==> config.mk <==
export PLATFORM = sky130hd
export DESIGN_NAME = game_controller
export DESIGN_NICKNAME = d
export VERILOG_FILES = /design/src/rtl/game_pkg.sv /design/src/rtl/game_controller_hold_timer.sv /design/src/rtl/game_controller.sv
export SDC_FILE = /design/constraint.sdc
export NUM_CORES = 1
export LEC_CHECK = 0
export CORE_UTILIZATION = 58
export CTS_CLUSTER_DIAMETER = 30
export DETAILED_ROUTE_END_ITERATION = 10
export GPL_TIMING_DRIVEN = 0
export PLACE_DENSITY_LB_ADDON = 0.25
export SLEW_MARGIN = 20
export SYNTH_ARGS = -nofsm -noshare
export SYNTH_HDL_FRONTEND = slang
export SYNTH_SLANG_ARGS = --single-unit
==> constraint.sdc <==
create_clock -name clk -period 3.4 [get_ports clk]
set_clock_uncertainty 0.15 [all_clocks]
set_input_delay 0.68 -clock clk [delete_from_list [all_inputs] [get_ports clk]]
set_output_delay 0.68 -clock clk [all_outputs]
set_load 0.005 [all_outputs]
==> src/rtl/game_pkg.sv <==
// Shared state codes, result codes and game constants for the tile game controller.
package game_pkg;

   typedef enum logic [2:0] {
      S_INIT    = 3'b000,
      S_RASP    = 3'b001,
      S_BAWP    = 3'b010,
      S_P1_TURN = 3'b011,
      S_P2_TURN = 3'b100,
      S_MATCH   = 3'b101,
      S_GAME    = 3'b110
   } state_t;

   localparam logic [1:0] RES_NONE = 2'b00;
   localparam logic [1:0] RES_DRAW = 2'b01;
   localparam logic [1:0] RES_P1   = 2'b10;
   localparam logic [1:0] RES_P2   = 2'b11;

   localparam int unsigned CNT_W      = 4;
   localparam int unsigned TILE_N     = 9;
   localparam int unsigned MAX_ROUND  = 9;
   localparam int unsigned WIN_TARGET = 5;
   localparam int unsigned TILE_MAX   = 8;
   localparam int unsigned INIT_BLACK = 5;
   localparam int unsigned INIT_WHITE = 4;

endpackage

==> src/rtl/game_controller_hold_timer.sv <==
// Hold counter for the timed display states; done_c flags the last held cycle.
module hold_timer #(
   parameter int unsigned HOLD_CYCLES = 100_000_000,
   parameter int unsigned HOLD_W      = 27
) (
   input  logic clk,
   input  logic rst_n,
   input  logic clear,
   input  logic count,
   output logic done_c
);

   logic [HOLD_W-1:0] cnt;

   // Count while a timed state is active; clear restarts from zero on state entry.
   always_ff @(posedge clk) begin
      if (!rst_n || clear) begin
         cnt <= '0;
      end else if (count) begin
         cnt <= cnt + HOLD_W'(1);
      end
   end

   assign done_c = count && (cnt == HOLD_W'(HOLD_CYCLES - 1));

endmodule

==> src/rtl/game_controller.sv <==
// Game sequencing FSM with round/score bookkeeping and per-player tile inventories.
module game_controller
   import game_pkg::*;
#(
   parameter int unsigned HOLD_CYCLES = 100_000_000,
   parameter int unsigned HOLD_W      = 27
) (
   input  logic             clk,
   input  logic             rst_n,
   input  logic             btn_start,
   input  logic             btn_submit,
   input  logic [3:0]       tile_sel,
   output logic [2:0]       state,
   output logic [CNT_W-1:0] round,
   output logic [CNT_W-1:0] win,
   output logic [CNT_W-1:0] lose,
   output logic [CNT_W-1:0] p1_black,
   output logic [CNT_W-1:0] p1_white,
   output logic [CNT_W-1:0] p2_black,
   output logic [CNT_W-1:0] p2_white,
   output logic [1:0]       matchresult,
   output logic [1:0]       gameresult
);

   state_t            state_q;
   logic [TILE_N-1:0] p1_mask, p2_mask;
   logic [3:0]        p1_tile, p2_tile;
   logic              leader_p2;

   logic              timed_c, hold_clear_c, hold_done;
   logic              cur_p2, is_follower, submit_ok;
   logic [TILE_N-1:0] sel_bit, mask_cur;
   logic [3:0]        p1_val, p2_val;

   assign state = state_q;

   // Timer runs only in the held display states and restarts on every transition out.
   assign timed_c      = (state_q == S_RASP) || (state_q == S_BAWP) || (state_q == S_MATCH);
   assign hold_clear_c = !timed_c || hold_done;

   hold_timer #(
      .HOLD_CYCLES (HOLD_CYCLES),
      .HOLD_W      (HOLD_W)
   ) u_hold_timer (
      .clk    (clk),
      .rst_n  (rst_n),
      .clear  (hold_clear_c),
      .count  (timed_c),
      .done_c (hold_done)
   );

   // Submit qualification and the tile pair compared when the follower commits.
   assign cur_p2      = (state_q == S_P2_TURN);
   assign is_follower = (cur_p2 != leader_p2);
   assign sel_bit     = TILE_N'(1) << tile_sel;
   assign mask_cur    = cur_p2 ? p2_mask : p1_mask;
   assign submit_ok   = btn_submit && (tile_sel <= 4'(TILE_MAX)) && ((mask_cur & sel_bit) == '0);
   assign p1_val      = cur_p2 ? p1_tile : tile_sel;
   assign p2_val      = cur_p2 ? tile_sel : p2_tile;

   // Main sequencer: state register plus all bookkeeping registers.
   always_ff @(posedge clk) begin
      if (!rst_n) begin
         state_q     <= S_INIT;
         round       <= '0;
         win         <= '0;
         lose        <= '0;
         p1_black    <= CNT_W'(INIT_BLACK);
         p1_white    <= CNT_W'(INIT_WHITE);
         p2_black    <= CNT_W'(INIT_BLACK);
         p2_white    <= CNT_W'(INIT_WHITE);
         p1_mask     <= '0;
         p2_mask     <= '0;
         p1_tile     <= '0;
         p2_tile     <= '0;
         leader_p2   <= 1'b0;
         matchresult <= RES_NONE;
         gameresult  <= RES_NONE;
      end else begin
         case (state_q)
            S_INIT: begin
               if (btn_start) begin
                  state_q     <= S_RASP;
                  round       <= CNT_W'(1);
                  win         <= '0;
                  lose        <= '0;
                  p1_black    <= CNT_W'(INIT_BLACK);
                  p1_white    <= CNT_W'(INIT_WHITE);
                  p2_black    <= CNT_W'(INIT_BLACK);
                  p2_white    <= CNT_W'(INIT_WHITE);
                  p1_mask     <= '0;
                  p2_mask     <= '0;
                  leader_p2   <= 1'b0;
                  matchresult <= RES_NONE;
                  gameresult  <= RES_NONE;
               end
            end
            S_RASP: begin
               if (hold_done) state_q <= S_BAWP;
            end
            S_BAWP: begin
               if (hold_done) state_q <= leader_p2 ? S_P2_TURN : S_P1_TURN;
            end
            S_P1_TURN, S_P2_TURN: begin
               if (submit_ok) begin
                  if (cur_p2) begin
                     p2_tile <= tile_sel;
                     p2_mask <= p2_mask | sel_bit;
                     if (tile_sel[0]) p2_white <= p2_white - CNT_W'(1);
                     else             p2_black <= p2_black - CNT_W'(1);
                  end else begin
                     p1_tile <= tile_sel;
                     p1_mask <= p1_mask | sel_bit;
                     if (tile_sel[0]) p1_white <= p1_white - CNT_W'(1);
                     else             p1_black <= p1_black - CNT_W'(1);
                  end
                  if (!is_follower) begin
                     state_q <= cur_p2 ? S_P1_TURN : S_P2_TURN;
                  end else begin
                     state_q <= S_MATCH;
                     if (p1_val > p2_val) begin
                        matchresult <= RES_P1;
                        win         <= win + CNT_W'(1);
                        leader_p2   <= 1'b0;
                     end else if (p2_val > p1_val) begin
                        matchresult <= RES_P2;
                        lose        <= lose + CNT_W'(1);
                        leader_p2   <= 1'b1;
                     end else begin
                        matchresult <= RES_DRAW;
                     end
                  end
               end
            end
            S_MATCH: begin
               if (hold_done) begin
                  if ((round == CNT_W'(MAX_ROUND)) || (win == CNT_W'(WIN_TARGET)) ||
                      (lose == CNT_W'(WIN_TARGET))) begin
                     state_q    <= S_GAME;
                     gameresult <= (win > lose) ? RES_P1 : ((lose > win) ? RES_P2 : RES_DRAW);
                  end else begin
                     state_q     <= S_RASP;
                     round       <= round + CNT_W'(1);
                     matchresult <= RES_NONE;
                  end
               end
            end
            S_GAME: begin
               if (btn_start) state_q <= S_INIT;
            end
            default: state_q <= S_INIT;
         endcase
      end
   end

endmodule
# Yosys cells after proc, flatten, opt, wreduce, memory -nomap -nowiden
# Cells that the tools add are included.
[op_classes]
addsub = 8
order_cmp = 5
n_eq_ne = 28
shift = 1
mux = 72
bitwise_logic = 3
reduce_logical = 31
[op_table]
columns = ["op", "count"]
rows = [
  ["two-way mux 4 bit", 27],
  ["case mux 4 bit (2 select lines)", 7],
  ["two-way mux 9 bit", 6],
  ["case mux 9 bit (2 select lines)", 2],
  ["two-way mux 3 bit", 10],
  ["!= test 2 bit (second input constant)", 15],
  ["AND reduction 5 bit", 6],
  ["adder 27 x 1 -> 27 bit (second input constant)", 1],
  ["equality test 27 bit (second input constant)", 1],
  ["two-way mux 2 bit", 11],
  ["OR 9 bit", 2],
  ["case mux 3 bit (6 select lines)", 1],
  ["AND reduction 6 bit", 3],
  ["greater-than comparator 4 bit", 4],
  ["AND reduction 4 bit", 4],
  ["subtractor 4 x 1 -> 4 bit (second input constant)", 4],
  ["adder 4 x 1 -> 4 bit (second input constant)", 3],
  ["AND 9 bit", 1],
  ["equality test 3 bit (second input constant)", 3],
  ["logical NOT 9 bit", 1],
  ["<< shifter 1 x 4 -> 9 bit (first input constant)", 1],
  ["equality test 4 x 3 -> 1 bit (second input constant)", 2],
  ["equality test 3 x 2 -> 1 bit (second input constant)", 2],
  ["logical OR 1 bit", 6],
  ["17 further kinds", 25],
]
[word_totals]
regBits = 89
inputBits = 8
output_inout_bits = 35
elab_cells = 164

# Logic depth before layout (Yosys ltp)
[depth]
depth_word = 8
ltp_mapped = 15
mapped_depth_nobuf = 12

# By module
# A second synthesis with hierarchy kept.
[unflattened]
cells_unflattened = 596
area_unflattened_um2 = 4934.7
[by_module_without_submodules]
columns = ["module", "instances", "cells_per_inst", "area_each_um2", "seq_area_each_um2"]
rows = [
  ["game_controller", 1, 438, 3573.4, 1241.2],
  ["hold_timer", 1, 158, 1361.3, 540.5],
]

# Worst setup path before layout
# OpenSTA, ideal clock, no wires.
[synth_path]
kind = "input to register"
from = "in tile_sel[1]"
to = "reg p1_white[2]"
setup_ns = 0.126
arrival_time_ns = 2.807
required_time_ns = 3.124
slack_ns = 0.317
cell_stages = 8
n_path_buf = 2
cell_sequence = "buf_2 mux4_2 a31o_1 or3_1 buf_2 or4_4 o21ai_1 o31ai_1"
[synth_via]
elab_chain_len = 6
word_cells_on_any_way = 8
classes_between = "order compare: 1; eq/ne: 1; shift: 1; bitwise: 1; reduce/logical: 4"
[synth_rtl]
columns = ["item", "line", "rtl"]
rows = [
  ["start: declaration", "game_controller.sv:12", "input logic [3:0] tile_sel,"],
  ["<< shifter 1 x 4 -> 9 bit", "game_controller.sv:55", "assign sel_bit = TILE_N'(1) << tile_sel;"],
  ["AND 9 bit", "game_controller.sv:57", "assign submit_ok = btn_submit && (tile_sel <= 4'(TILE_MAX)) && ((mask_cur & sel_bit) == '0);"],
  ["logical NOT 9 bit", "game_controller.sv:57", ""],
  ["logical AND 1 bit *", "game_controller.sv:57", ""],
  ["!= test 2 bit (no line) *", "-", ""],
  ["AND reduction 5 bit (no line) *", "-", ""],
  ["end signal: assignment", "game_controller.sv:69", "p1_white <= CNT_W'(INIT_WHITE);"],
  ["end signal: assignment", "game_controller.sv:88", "p1_white <= CNT_W'(INIT_WHITE);"],
  ["end signal: assignment", "game_controller.sv:114", "if (tile_sel[0]) p1_white <= p1_white - CNT_W'(1);"],
  ["end: declaration", "game_controller.sv:18", "output logic [CNT_W-1:0] p1_white,"],
]
# Mark *: on every way between the ends. The rest lies on a longest branch, timed or not.
# A chain may end at the register's enable or synchronous reset.

# Worst setup path after layout
[layout_path]
from = "in tile_sel[0]"
to = "reg lose[0]"
[layout_via]
elab_chain_len = 6
word_cells_on_any_way = 14
classes_between = "order compare: 3; eq/ne: 3; shift: 1; mux: 2; bitwise: 1; reduce/logical: 4"
[layout_rtl]
columns = ["item", "line", "rtl"]
rows = [
  ["<< shifter 1 x 4 -> 9 bit", "game_controller.sv:55", ""],
  ["AND 9 bit", "game_controller.sv:57", ""],
  ["logical NOT 9 bit", "game_controller.sv:57", ""],
  ["logical AND 1 bit", "game_controller.sv:57", ""],
  ["!= test 2 bit (no line)", "-", ""],
  ["AND reduction 6 bit (no line) *", "-", ""],
  ["end signal: assignment", "game_controller.sv:127", "lose <= lose + CNT_W'(1);"],
  ["end: declaration", "game_controller.sv:16", "output logic [CNT_W-1:0] lose,"],
]
# Marks and branches as above.

==> metrics.md <==
| Metric | Value |
|---|---|
| Status | `complete, no violations` |
| Primary FF master, synth | `dfxtp_1` |
| CP Capture Type | `register` |
| Syn avg cell area | `8.108 um2` |
| Worst rel slew slack | `46.58%` |
| CTS max path bufs | `2` |
| Leakage | `1.961 nW` |
| Worst skew pair latency | `0.36 ns` |
| Fill cells | `615` |
| Initial Util | `60.54%` |
| Syn Inst Count | `583` |
| Slowest-stage cell, CP | `clkdlybuf4s50_1` |
| Post-route clock period utilization | `96.21%` |
| Crit path max-delay family | `simple AND/OR/NAND/NOR gates` |
| Antenna fix cells | `0` |
| Initial antenna violation count | `0` |
| Dpl hpwl | `8.674 mm` |
| Final WS setup | `0.1290 ns` |
| Final setup violating endpoints | `0` |
| GRT met2 Usage | `46.83%` |
| Sequential-to-total area share from yosys stat | `37.69%` |
| Synth Register Bits | `89` |
| Routed WL | `12.30 mm` |
| Setup TNS Final | `0 ns` |
| Area Growth Syn to Fin | `17.92%` |
| CP Launch Type | `primary input` |
| Largest net degree at the start of global routing | `15` |
| Iteration count of the initial detailed-routing pass | `7` |
| CTS Sinks | `89` |
| Row count | `32` |
| Root Buffer | `clkbuf_8` |
| Syn Nets | `611` |
| Tightest Pin Transition | `0.7888 ns` |
| Synthesized area | `4727 um2` |
| Cell Pwr Density | `403.9 nW/um2` |
| Fmax | `305.7 MHz` |
| CTS tree | `yes` |
| Clock-pin slew on the worst setup and hold paths | `0.09 ns` |
| Final Wtd Congestion | `0.9144` |
| First-pass GRT wire length | `20.11 mm` |
| Endpoints failing hold | `0` |
| Worst path buffer plus inverter count | `2` |
| CP max stage delay | `0.53 ns` |
| Via count | `4,597` |
| Post-route DRC | `0` |
| Final Critical Period | `3.271 ns` |
| CP max FO | `10` |
| Inst Count DP | `726` |
| Synth cell types | `64` |
| Core area | `7807 um2` |
| Crit path DAT | `3.41 ns` |
| Critical path class | `in2reg` |
| Cell breakdown of the critical path | `clkdlybuf4s50_1, clkbuf_4, and2_1, a21oi_1, ha_1, nor2b_1, o21a_1, o21a_1, o211ai_1, and2_4, or4_1, a21oi_1` |
| Final Max Slew Viols | `0` |
| Layer with the highest usage | `met2` |
| Buffers on Ports | `41` |
| Vias per cell | `6.154` |
| H-tree depth | `3` |
| Post-Layout Cell Count | `747` |
| DIE AREA | `8515 um2` |
| Met1 Use GR | `39.06%` |
| NumNets Final | `668` |
| Routed Antenna Nets | `0` |
| Total gr overflow | `0` |
| # IOs | `43` |
| Max cap viols | `0` |
| Total track usage | `29.36%` |
| Routed len/inst | `16.46 um` |
| Required time worst endpoint | `3.54 ns` |
| Die X | `92.28 um` |
| Ys async rst share | `0%` |
| DIE HEIGHT | `92.28 um` |
| Vias in the first global route | `4,330` |
| GR Util met3 | `4.478%` |
| Layout cells sized above 1 | `6.822%` |
| Place WS | `-0.4615 ns` |
| Number of flops mapped to enable cells by yosys | `0` |
| Maximum vdd drop | `299.8 uV` |
| Yosys warnings | `0` |
| Iter 0 DRT Violations | `382` |
| CTS buffer count | `9` |
| Min-Delay Path Class | `reg2reg` |
layout by cell type, fill, tap and decap left out, types with 18 or more instances in the layout:
cell type,instances
dfxtp_1,89
nand2_1,65
nor2_1,60
clkdlybuf4s50_1,41
o21ai_0,36
nand3_1,29
inv_1,25
nor3_1,23
a21oi_1,22
ha_1,20
clkbuf_1,19
xor2_1,18
timing repair:
| action | 4_1_cts | 5_1_grt |
|---|---|---|
| pin swaps | 0 | 2 |
| gates resized for setup | 4 | 5 |
| hold buffers | 0 | 0 |
| buffers inserted | 0 | 5 |
| setup endpoints to repair | 3 | 27 |
per-stage QoR:
step	power, mW	instance area [um2]	hold slack [ns]	util [%]
floorplan	1.291	4727	0.2698	-
global placement	1.382	5265	0.2834	67.44
detailed placement	1.389	5265	0.2911	67.44
CTS	2.241	5510	0.3121	70.58
global route	2.331	5574	0.3459	71.39
finish	2.251	5574	0.3093	71.39
flip-flops by register name, indices dropped and copies added, names as in the netlist:
signal            cells
gameresult            2
leader_p2             1
lose                  4
matchresult           2
p1_black              4
p1_mask               9
p1_tile               4
p1_white              4
p2_black              4
p2_mask               9
p2_tile               4
p2_white              4
round                 4
state                 3
u_hold_timer.cnt     27
win                   4
synth_stat cells (3+ instances only):
| master | count | area [um2] |
|---|---|---|
| dfxtp_1 | 89 | 1782 |
| nand2_1 | 65 | 244.0 |
| nor2_1 | 62 | 232.7 |
| o21ai_0 | 36 | 180.2 |
| nand3_1 | 29 | 145.1 |
| inv_1 | 25 | 93.84 |
| a21oi_1 | 23 | 115.1 |
| nor3_1 | 23 | 115.1 |
| ha_1 | 20 | 250.2 |
| clkbuf_1 | 18 | 67.56 |
| xor2_1 | 18 | 157.7 |
| nand4_1 | 16 | 100.1 |
| mux2i_1 | 14 | 140.1 |
| a31oi_1 | 10 | 62.56 |
| and3_1 | 10 | 62.56 |
| xnor2_1 | 10 | 87.58 |
| nor2b_1 | 9 | 56.30 |
| nand2b_1 | 7 | 43.79 |
| o211ai_1 | 7 | 52.55 |
| or3_1 | 6 | 37.54 |
| a211oi_1 | 5 | 37.54 |
| or4_1 | 5 | 37.54 |
| nand4b_1 | 4 | 35.03 |
| o22ai_1 | 4 | 25.02 |
| a21o_1 | 3 | 22.52 |
| and2_1 | 3 | 18.77 |
| buf_2 | 3 | 15.01 |
| buf_4 | 3 | 22.52 |
| nor3b_1 | 3 | 22.52 |
| nor4_1 | 3 | 18.77 |
| o311ai_0 | 3 | 26.28 |
| or2_2 | 3 | 18.77 |
worst paths after layout:
kind	startpoint	to	depth (start not counted)	slack [ns]
setup / recovery	tile_sel[0]	lose[0]	12	0.13
hold reg to reg	p1_mask[0]	p1_mask[0]	2	0.31
setup reg to reg	state[1]	win[3]	13	0.18
hold / removal	p1_mask[0]	p1_mask[0]	2	0.31
cells by family (layout without fill, tap and decap cells):
family                     Yosys count  after routing  share of synthesized area (%)
and+or+nand+nor                    260            260                          27.61
xor gates and xnor gates            28             28                          5.188
adders and majority gates           20             20                          5.294
buffers and inverters               52            114                          4.605
AOI/OAI and AO/OA                  119            119                          16.17
DFF                                 89             89                          37.69
muxes                               15             15                          3.441
per-layer routing:
layer,routed length (um),vias to the layer above,share of wire [%]
met4,276,0,2.2
met3,885,30,7.2
met5,0,-,0
met2,5555,218,45
li1,-,2211,-
met1,5580,2138,45
where the power goes:
group	internal [mW]	switching (mW)
Clock	0.489	0.375
Sequential	1.06	0.0201
Combinational	0.109	0.200
Total	1.66	0.595
final cells by class:
class                           count  area, um2  area share, %
Multi-Input combinational cell    442       2744          49.23
Sequential cell                    89       1782          31.96
Timing Repair Buffer               46      460.4          8.260
Clock buffer                       11      131.4          2.357
Tap cell                          102      127.6          2.290
Buffer                             25      123.9          2.222
Clock inverter                      5      103.9          1.863
Inverter                           27      101.3          1.818
tightest hold or removal path, cell delays in order (launching register included):
cell and delay [ns]:
dfxtp_1 0.33, nand2_1 0.04, o21ai_0 0.05
No activity file was read; power rests on OpenSTA's default activity.
